**src/rtl/adder_share_arbiter.sv**
```systemverilog
// Round-robin arbiter that time-shares one external WIDTH-bit adder between
// NUM_REQ requesters: operands are registered at grant, and the result is registered one cycle later.
module adder_share_arbiter #(
  parameter int unsigned WIDTH   = 32,
  parameter int unsigned NUM_REQ = 3
) (
  input  logic                       clk,
  input  logic                       rst,
  input  logic [NUM_REQ-1:0]         req,
  input  logic [NUM_REQ*WIDTH-1:0]   op_a,
  input  logic [NUM_REQ*WIDTH-1:0]   op_b,
  output logic [NUM_REQ-1:0]         gnt,
  output logic [NUM_REQ-1:0]         rsp_valid,
  output logic [WIDTH-1:0]           rsp_sum,
  output logic                       rsp_carry,
  output logic                       busy,
  output logic [WIDTH-1:0]           add_a,
  output logic [WIDTH-1:0]           add_b,
  input  logic [WIDTH-1:0]           add_sum,
  input  logic                       add_c
);

  localparam int unsigned PTR_W = $clog2(NUM_REQ);

  typedef enum logic {IDLE, EXEC} state_e;

  state_e               state_q, state_d;
  logic [PTR_W-1:0]     rr_ptr_q, rr_ptr_d;
  logic [PTR_W-1:0]     owner_q, owner_d;
  logic [NUM_REQ-1:0]   gnt_q, gnt_d;
  logic [NUM_REQ-1:0]   rsp_valid_q, rsp_valid_d;
  logic [WIDTH-1:0]     rsp_sum_q, rsp_sum_d;
  logic                 rsp_carry_q, rsp_carry_d;
  logic [WIDTH-1:0]     add_a_q, add_a_d;
  logic [WIDTH-1:0]     add_b_q, add_b_d;

  logic [PTR_W-1:0]     hi_idx, lo_idx, win;
  logic                 hi_found, lo_found;
  logic [WIDTH-1:0]     win_a, win_b;

  // Two passes give the wrap-around search: first set bit at or above
  // rr_ptr, otherwise the first set bit overall.
  always_comb begin
    hi_idx   = '0;
    lo_idx   = '0;
    hi_found = 1'b0;
    lo_found = 1'b0;
    for (int unsigned j = 0; j < NUM_REQ; j++) begin
      if (!hi_found && req[j] && (PTR_W'(j) >= rr_ptr_q)) begin
        hi_found = 1'b1;
        hi_idx   = PTR_W'(j);
      end
      if (!lo_found && req[j]) begin
        lo_found = 1'b1;
        lo_idx   = PTR_W'(j);
      end
    end
    win = hi_found ? hi_idx : lo_idx;
  end

  always_comb begin
    win_a = '0;
    win_b = '0;
    for (int unsigned j = 0; j < NUM_REQ; j++) begin
      if (PTR_W'(j) == win) begin
        win_a = op_a[j*WIDTH +: WIDTH];
        win_b = op_b[j*WIDTH +: WIDTH];
      end
    end
  end

  always_comb begin
    state_d     = state_q;
    rr_ptr_d    = rr_ptr_q;
    owner_d     = owner_q;
    gnt_d       = '0;
    rsp_valid_d = '0;
    rsp_sum_d   = rsp_sum_q;
    rsp_carry_d = rsp_carry_q;
    add_a_d     = add_a_q;
    add_b_d     = add_b_q;
    case (state_q)
      IDLE: begin
        if (|req) begin
          add_a_d  = win_a;
          add_b_d  = win_b;
          owner_d  = win;
          gnt_d    = NUM_REQ'(1) << win;
          rr_ptr_d = (win == PTR_W'(NUM_REQ - 1)) ? '0 : win + 1'b1;
          state_d  = EXEC;
        end
      end
      EXEC: begin
        rsp_sum_d   = add_sum;
        rsp_carry_d = add_c;
        rsp_valid_d = NUM_REQ'(1) << owner_q;
        state_d     = IDLE;
      end
      default: state_d = IDLE;
    endcase
  end

  always_ff @(posedge clk) begin
    if (rst) begin
      state_q     <= IDLE;
      rr_ptr_q    <= '0;
      owner_q     <= '0;
      gnt_q       <= '0;
      rsp_valid_q <= '0;
      rsp_sum_q   <= '0;
      rsp_carry_q <= 1'b0;
      add_a_q     <= '0;
      add_b_q     <= '0;
    end else begin
      state_q     <= state_d;
      rr_ptr_q    <= rr_ptr_d;
      owner_q     <= owner_d;
      gnt_q       <= gnt_d;
      rsp_valid_q <= rsp_valid_d;
      rsp_sum_q   <= rsp_sum_d;
      rsp_carry_q <= rsp_carry_d;
      add_a_q     <= add_a_d;
      add_b_q     <= add_b_d;
    end
  end

  assign gnt       = gnt_q;
  assign rsp_valid = rsp_valid_q;
  assign rsp_sum   = rsp_sum_q;
  assign rsp_carry = rsp_carry_q;
  assign busy      = (state_q == EXEC);
  assign add_a     = add_a_q;
  assign add_b     = add_b_q;

endmodule
```
**config.mk**
```make
export PLATFORM = sky130hd
export DESIGN_NAME = adder_share_arbiter
export DESIGN_NICKNAME = d
export VERILOG_FILES = /design/src/rtl/adder_share_arbiter.sv
export SDC_FILE = /design/constraint.sdc
export NUM_CORES = 1
export LEC_CHECK = 0
export CAP_MARGIN = 5
export CORE_AREA = 2 2 132 134
export CTS_CLUSTER_DIAMETER = 120
export DETAILED_ROUTE_END_ITERATION = 10
export DIE_AREA = 0 0 134 136
export MAX_ROUTING_LAYER = met4
export PLACE_DENSITY = 0.72
export SLEW_MARGIN = 25
export SYNTH_ARGS = -nofsm -noshare
export SYNTH_HDL_FRONTEND = slang
export SYNTH_SLANG_ARGS = --single-unit
```
**constraint.sdc**
```tcl
create_clock -name clk -period 1.9 [get_ports clk]
set_clock_uncertainty 0.1 [all_clocks]
set_input_delay 0.285 -clock clk [delete_from_list [all_inputs] [get_ports clk]]
set_output_delay 0.285 -clock clk [all_outputs]
set_load 0.01 [all_outputs]
```
==> results.json, run 1 <==
{
  "drtPass1Iterations": 4,
  "report.final.setup_viol": 0,
  "relative_contribution_of_the_clock_network_to_total_power_pct": 29.3,
  "power_leakage_nw": 3.61,
  "avgViaCountPerCell": 5.06,
  "final_cells": 1290,
  "post_route_cells_drive_above_1_share_pct": 6.38,
  "sequentialPowerShare_pct": 39.7,
  "worstPathArrival_ns": 1.96,
  "slew-limit-headroom_pct": 63.3,
  "postSynth.asyncResetShare_pct": 0,
  "post_route_clock_period_utilization_pct": 92.6,
  "worstPathRequired_ns": 2.10,
  "netlist_instances": 745,
  "count_of_cells_along_the_worst_hold_path": 5,
  "power_switching_mw": 1.97,
  "status": "finished, final reports clean",
  "final_period_minus_worst_setup_slack_ns": 1.76,
  "path_clk_slew_ns": 0.09,
  "via_count": 6526,
  "cts_tree": "built",
  "endpoint_kind": "flip-flop",
  "final_antenna_net_count": 0,
  "placement_rows": 48,
  "dpl.hpwl_microns": 16000,
  "synth_edf_count": 0,
  "totalWireLength_microns": 21300,
  "groute.layer.met1.usage_pct": 27.6,
  "grt.met2_usage_pct": 38.0,
  "globalplace.congestion": 0.834,
  "worst_hold_slack_ns": 0.327,
  "place_inst": 1273,
  "drv_slew": 0,
  "sw_frac_of_total_pct": 30.0,
  "dieHeight_microns": 136,
  "worstSkewPairLatency_ns": 0.35,
  "mappedNetlistArea_sq_um": 5530,
  "holdCritPathClass": "in -> reg",
  "clk_tree_root_cell": "clkbuf_16",
  "groute.usage.overall_pct": 23.2,
  "internal-power_mw": 4.58,
  "wire_per_inst_microns": 16.5,
  "ctsHtreeMaxLevel": 3,
  "cts_made_buffers": 9,
  "synth.lib_cells_used.distinct": 33,
  "worst_ir_drop_on_vdd_uv": 427,
  "initial_core_utilization_pct": 32.8,
  "count_of_antenna_diodes_in_the_layout": 0,
  "synthFlopType": "dfxtp_1",
  "timing.reg2reg.worst_path_depth": 6,
  "die-width_microns": 134,
  "io_pins": 334,
  "utilization_pct": 56.7,
  "synthesis.area_per_instance_sq_um": 7.43,
  "critical_path.max_fanout": 32,
  "max_cap_violation_count": 0,
  "maxClockFrequency_ghz": 0.569,
  "final_setup_margin_ns": 0.141,
  "layout-area-overhead-vs-synth_pct": 72.9,
  "preCtsSetupSlack_ns": -0.257,
  "yosys_register_bits": 108,
  "sequential_to_total_area_share_from_yosys_stat_pct": 39.1,
  "final_hold_viols": 0,
  "p_total_mw": 6.55,
  "clock_sinks": 108,
  "cts.path.max_buffers": 2,
  "power_share_of_the_combinational_group_pct": 31.0,
  "placeableCoreArea_sq_um": 16900,
  "finalNetCount": 1290,
  "globalRoute.totalOverflow": 0,
  "drt_iter0_drcs": 267,
  "grt_pass1_vias": 6245,
  "grt_antenna_before_repair": 0,
  "gr-max-usage-layer": "met2",
  "global_route_wire_length_before_repair_microns": 32700,
  "numPortBuffers": 333,
  "largest_net_degree_at_the_start_of_global_routing": 46,
  "grt_met3_use_pct": 4.51,
  "worst_setup_path_start_kind": "flip-flop",
  "route.detailed.drc": 0,
  "syn-num-nets": 975,
  "die-area_sq_um": 18200,
  "path_class": "reg -> reg",
  "setup_repair_after_global_routing_missed_its_margin": "no",
  "power-per-cell-area_nw_per_um2": 684,
  "filler_cell_count": 1553,
  "yosys_warnings": 0,
  "tightest_slew_ns": 0.550
}
==> what timing repair did <==
action / in CTS / in global routing
endpoints found under the setup margin: 2 / 55
buffers inserted: 0 / 1
pin swaps: 0 / 1
resized for setup: 1 / 1
endpoints found under the hold margin: 0 / 0
hold buffers: 0 / 0
==> cells in the mapped netlist, types with 4 or more instances <==
master / number / area, sq um
and2_1: 46 / 288
buf_1: 4 / 15.0
nand3_1: 45 / 225
o21ai_0: 129 / 646
mux2i_1: 33 / 330
o21ai_1: 70 / 350
dfxtp_1: 108 / 2160
a21o_1: 4 / 30.0
buf_2: 24 / 120
buf_4: 9 / 67.6
nor2_1: 54 / 203
a21oi_1: 64 / 320
o221ai_1: 18 / 158
nand2_1: 84 / 315
clkbuf_1: 29 / 109
==> power groups by stage <==
| stage | registers [mW] | logic (mW) | clock network, mW |
|---|---|---|---|
| final | 2.60 | 2.03 | 1.92 |
| after global routing | 2.63 | 2.20 | 2.07 |
| after floorplan | 2.74 | 0.731 | 0 |
| after detailed placement | 2.65 | 2.04 | 0 |
| after global placement | 2.65 | 2.02 | 0 |
| after CTS | 2.60 | 2.05 | 1.99 |
==> registers in the layout (all words and copies together) (netlist names) <==
| name | count |
|---|---|
| add_a | 32 |
| add_b | 32 |
| rsp_sum | 32 |
| gnt | 3 |
| rsp_valid | 3 |
| owner_q | 2 |
| rr_ptr_q | 2 |
| busy | 1 |
| rsp_carry | 1 |
==> final timing paths <==
kind | from | to | slack [ns]
max reg2reg | rr_ptr_q[1] | add_b[17] | 0.14
max | rr_ptr_q[1] | add_b[17] | 0.14
min | req[0] | add_a[22] | 0.33
min reg2reg | add_b[30] | add_b[30] | 0.35
==> logic make-up (layout without fill, tap and decap cells) <==
logic type             count (synthesis)  count (layout)  synth area share [%]
and+or+nand+nor                      243             243                  20.4
buffers and inverters                 71             391                  6.26
muxes                                 33              33                  5.97
AOI/OAI and AO/OA                    290             290                  28.3
DFF                                  108             108                  39.1
==> metrics by stage <==
| step | instance area [sq um] | TNS, ns |
|---|---|---|
| floorplan | 5530 | 0 |
| global placement | 9250 | -8.90 |
| detailed placement | 9250 | -11.27 |
| CTS | 9560 | 0 |
| global route | 9570 | 0 |
| finish | 9570 | 0 |
==> cells in the final DEF, fill, tap and decap left out, drive strengths merged <==
cell type,count
a21o,5
a21oi,64
a222oi,1
and2,46
and3,1
buf,40
clkbuf,9
clkdlybuf4s50,332
clkinv,4
dfxtp,108
inv,6
mux2i,33
nand2,84
nand2b,2
nand3,46
nand3b,2
nor2,54
nor2b,3
nor3,1
nor3b,2
o211ai,1
o21ai,200
o221ai,18
o31ai,1
or2,2
==> critical path, cell delays in order, from the launching register on <==
cell	delay, ns
dfxtp_2	0.40
nor2b_1	0.07
o211ai_1	0.31
and2_2	0.30
buf_12	0.20
o221ai_1	0.15
o21ai_1	0.15
==> area by class of cell <==
cell class                      count  area [sq um]  area share (%)
Inverter                            3          12.5           0.131
Clock buffer                        9           225            2.35
Tap cell                          225           282            2.94
Multi-Input combinational cell    566          3030            31.7
Clock inverter                      7          78.8           0.824
Timing Repair Buffer              372          3770            39.5
Sequential cell                   108          2160            22.6
==> metal layers <==
layer  wire [microns]  share of wire, %
met1             8630                41
met2            10300                49
met3             1470               6.9
met4              839               3.9
met5                0                 0
Note: power is estimated with default switching activity, not from simulation.
==> inputs of run 2 (changes only) <==
Settings changed: GPL_ROUTABILITY_DRIVEN from default to 1, SLEW_MARGIN 25 to 20.
==> results of run 2 <==
Same layout as run 1: the final DEF is identical, and so are final timing and power.
==> inputs of run 3 (changes only) <==
Settings changed: CORE_AREA 2 2 132 134 to 2 2 130 132, DIE_AREA 0 0 134 136 to 0 0 132 134, PLACE_DENSITY 0.72 to 0.74.
Clock period 1.9 ns to 2.1 ns, I/O delays scaled along.
==> run 3 against run 2 <==
  * Power fell by 8.2%
  * Fmax shrank 7.3%
  * Critical path depth is the same
  * Design area down 0.85%
  * Wire length is 2.3% higher
  * Sequential power fell by 9.2%
  * Non-clock buffer count is 10 lower
  * Core utilization increased by 1.5 points
  * Die area decreased by 2.9%
  * Register-to-register slack better by 0.06 ns
  * Worst hold slack better by 0.021 ns
  * Via count is 0.18% lower
  * Critical endpoint is now add_b[5]
==> results.json, run 3 (synthesized netlist as in run 1, its figures left out) <==
{
  "totalWireLength_microns": 21800,
  "clock_sinks": 108,
  "die-area_sq_um": 17700,
  "layout-area-overhead-vs-synth_pct": 71.4,
  "global_route_wire_length_before_repair_microns": 34200,
  "placed_area_sq_um": 9170,
  "count_of_antenna_diodes_in_the_layout": 0,
  "cts_hold_buffers": 0,
  "timing.reg2reg.worst_path_depth": 6,
  "cts_tree": "built",
  "timing.critical_path.to": "add_b[5]",
  "drv_slew": 0,
  "avgViaCountPerCell": 5.11,
  "via_count": 6514,
  "globalRoute.totalOverflow": 0,
  "worstPathRequired_ns": 2.28,
  "dieHeight_microns": 134,
  "cts_made_buffers": 9,
  "grt_pass1_vias": 6243,
  "drt_iter0_drcs": 303,
  "power_share_of_the_combinational_group_pct": 30.2,
  "final_antenna_net_count": 0,
  "largest_net_degree_at_the_start_of_global_routing": 69,
  "sw_frac_of_total_pct": 29.1,
  "endpoint_kind": "flip-flop",
  "worstPathArrival_ns": 2.08,
  "filler_cell_count": 1534,
  "initial_core_utilization_pct": 34.0,
  "seqCellArea_sq_um": 2160,
  "clk_tree_root_cell": "clkbuf_16",
  "post_route_clock_period_utilization_pct": 90.4,
  "post_route_cells_drive_above_1_share_pct": 5.40,
  "preCtsSetupSlack_ns": -0.0227,
  "power_leakage_nw": 3.57,
  "multi_input_comb_area_sq_um": 3040,
  "path_class": "reg -> reg",
  "worst_setup_path_start_kind": "flip-flop",
  "path_clk_slew_ns": 0.08,
  "ctsHtreeMaxLevel": 3,
  "status": "finished, final reports clean",
  "placement_rows": 47,
  "internal-power_mw": 4.26,
  "io_pins": 334,
  "mostFrequentLayoutCell": "clkdlybuf4s50_1",
  "ctsResizeCount": 0,
  "final_hold_viols": 0,
  "final_period_minus_worst_setup_slack_ns": 1.90,
  "globalplace.congestion": 0.900,
  "cts_setup_buffers": 0,
  "max_cap_violation_count": 0,
  "placeableCoreArea_sq_um": 16300,
  "route.detailed.drc": 0,
  "final_setup_margin_ns": 0.202,
  "slew-limit-headroom_pct": 41.7,
  "finalNetCount": 1280,
  "reg2reg_setup_slack_ns": 0.20,
  "groute.usage.overall_pct": 24.9,
  "die-width_microns": 132,
  "mostFrequentLayoutCells": "332 x clkdlybuf4s50_1, 129 x o21ai_0, 107 x dfxtp_1",
  "drtPass1Iterations": 5,
  "sequentialPowerShare_pct": 39.2,
  "power_switching_mw": 1.75,
  "fin_setup_tns_ns": 0,
  "worst_r2r_startpoint": "rr_ptr_q[0]",
  "holdCritPathClass": "reg -> reg",
  "final_cells": 1275,
  "report.final.setup_viol": 0,
  "post-route-cell-area_sq_um": 9490,
  "wire_per_inst_microns": 17.1,
  "grt_antenna_before_repair": 0,
  "setup.worst_path.start": "rr_ptr_q[0]",
  "critical_path.max_fanout": 25,
  "worstSkewPairLatency_ns": 0.34,
  "cts.path.max_buffers": 2,
  "relative_contribution_of_the_clock_network_to_total_power_pct": 30.6,
  "numPortBuffers": 333,
  "place_inst": 1259,
  "worst_ir_drop_on_vdd_uv": 393,
  "maxClockFrequency_ghz": 0.527,
  "tightest_slew_ns": 0.871,
  "setup_repair_after_global_routing_missed_its_margin": "no",
  "power-per-cell-area_nw_per_um2": 634,
  "dpl.hpwl_microns": 15900,
  "reg2reg_to": "add_b[5]"
}
## run 3: cell count changes in the layout (fill, tap and decap cells not counted)
cell / change
buf_12: -1
buf_4: -8
buf_6: -1
bufinv_16: +1
clkbuf_8: +1
clkinv_4: -1
clkinv_8: -2
clkinvlp_4: +1
dfxtp_1: +1
dfxtp_2: -1
inv_6: -1
inv_8: +1
nor2b_2: -1
nor2b_4: +1
## run 3: critical path: stages, from the launching register on
cell	delay, ns
dfxtp_1	0.39
nor2b_2	0.71
buf_12	0.24
o21ai_0	0.08
nand3_1	0.12
a21oi_1	0.05
o21ai_1	0.12
## run 3: cell type report
| class | instances | area share, % |
|---|---|---|
| multi-input combinational | 566 | 32.0 |
| timing repair buffer | 362 | 38.8 |
| tap | 220 | 2.90 |
| clock inverter | 6 | 0.818 |
| sequential | 108 | 22.8 |
| clock buffer | 10 | 2.52 |
| inverter | 3 | 0.132 |
## run 3: worst min-delay path by stage
| stage | end | from | depth (start not counted) | slack [ns] |
|---|---|---|---|---|
| after floorplan | rsp_valid[1] | owner_q[1] | 1 | 0.34 |
| after global placement | add_a[28] | add_a[28] | 2 | 0.33 |
| after detailed placement | add_a[31] | add_a[31] | 2 | 0.34 |
| after CTS | add_a[31] | add_a[31] | 2 | 0.35 |
| after global routing | add_b[12] | add_b[12] | 2 | 0.36 |
| final | add_a[7] | add_a[7] | 2 | 0.35 |
## run 3: per-stage QoR
step | utilization, % | hold WS [ns] | power (mW)
4_1_cts | 58.2 | 0.351 | 6.08
6_report | 58.2 | 0.348 | 6.01
2_1_floorplan | - | 0.335 | 3.14
3_3_place_gp | 56.3 | 0.334 | 4.20
3_5_place_dp | 56.3 | 0.340 | 4.23
5_1_grt | 58.2 | 0.363 | 6.33
## run 3: power by group through the flow
stage               combinational (mW)  sequential (mW)  clock [mW]
finish                            1.82             2.36        1.84
global route                      1.97             2.38        1.98
CTS                               1.83             2.36        1.89
detailed placement                1.82             2.40           0
global placement                  1.80             2.40           0
floorplan                        0.662             2.48           0
## run 3: per-layer routing
metal	vias to the layer above	track usage (%)	wire length, microns
met4	0	9.48	678
met5	-	-	0
met2	260	41.3	10600
met1	2995	30.2	9210
li1	3216	-	-
met3	43	4.38	1300
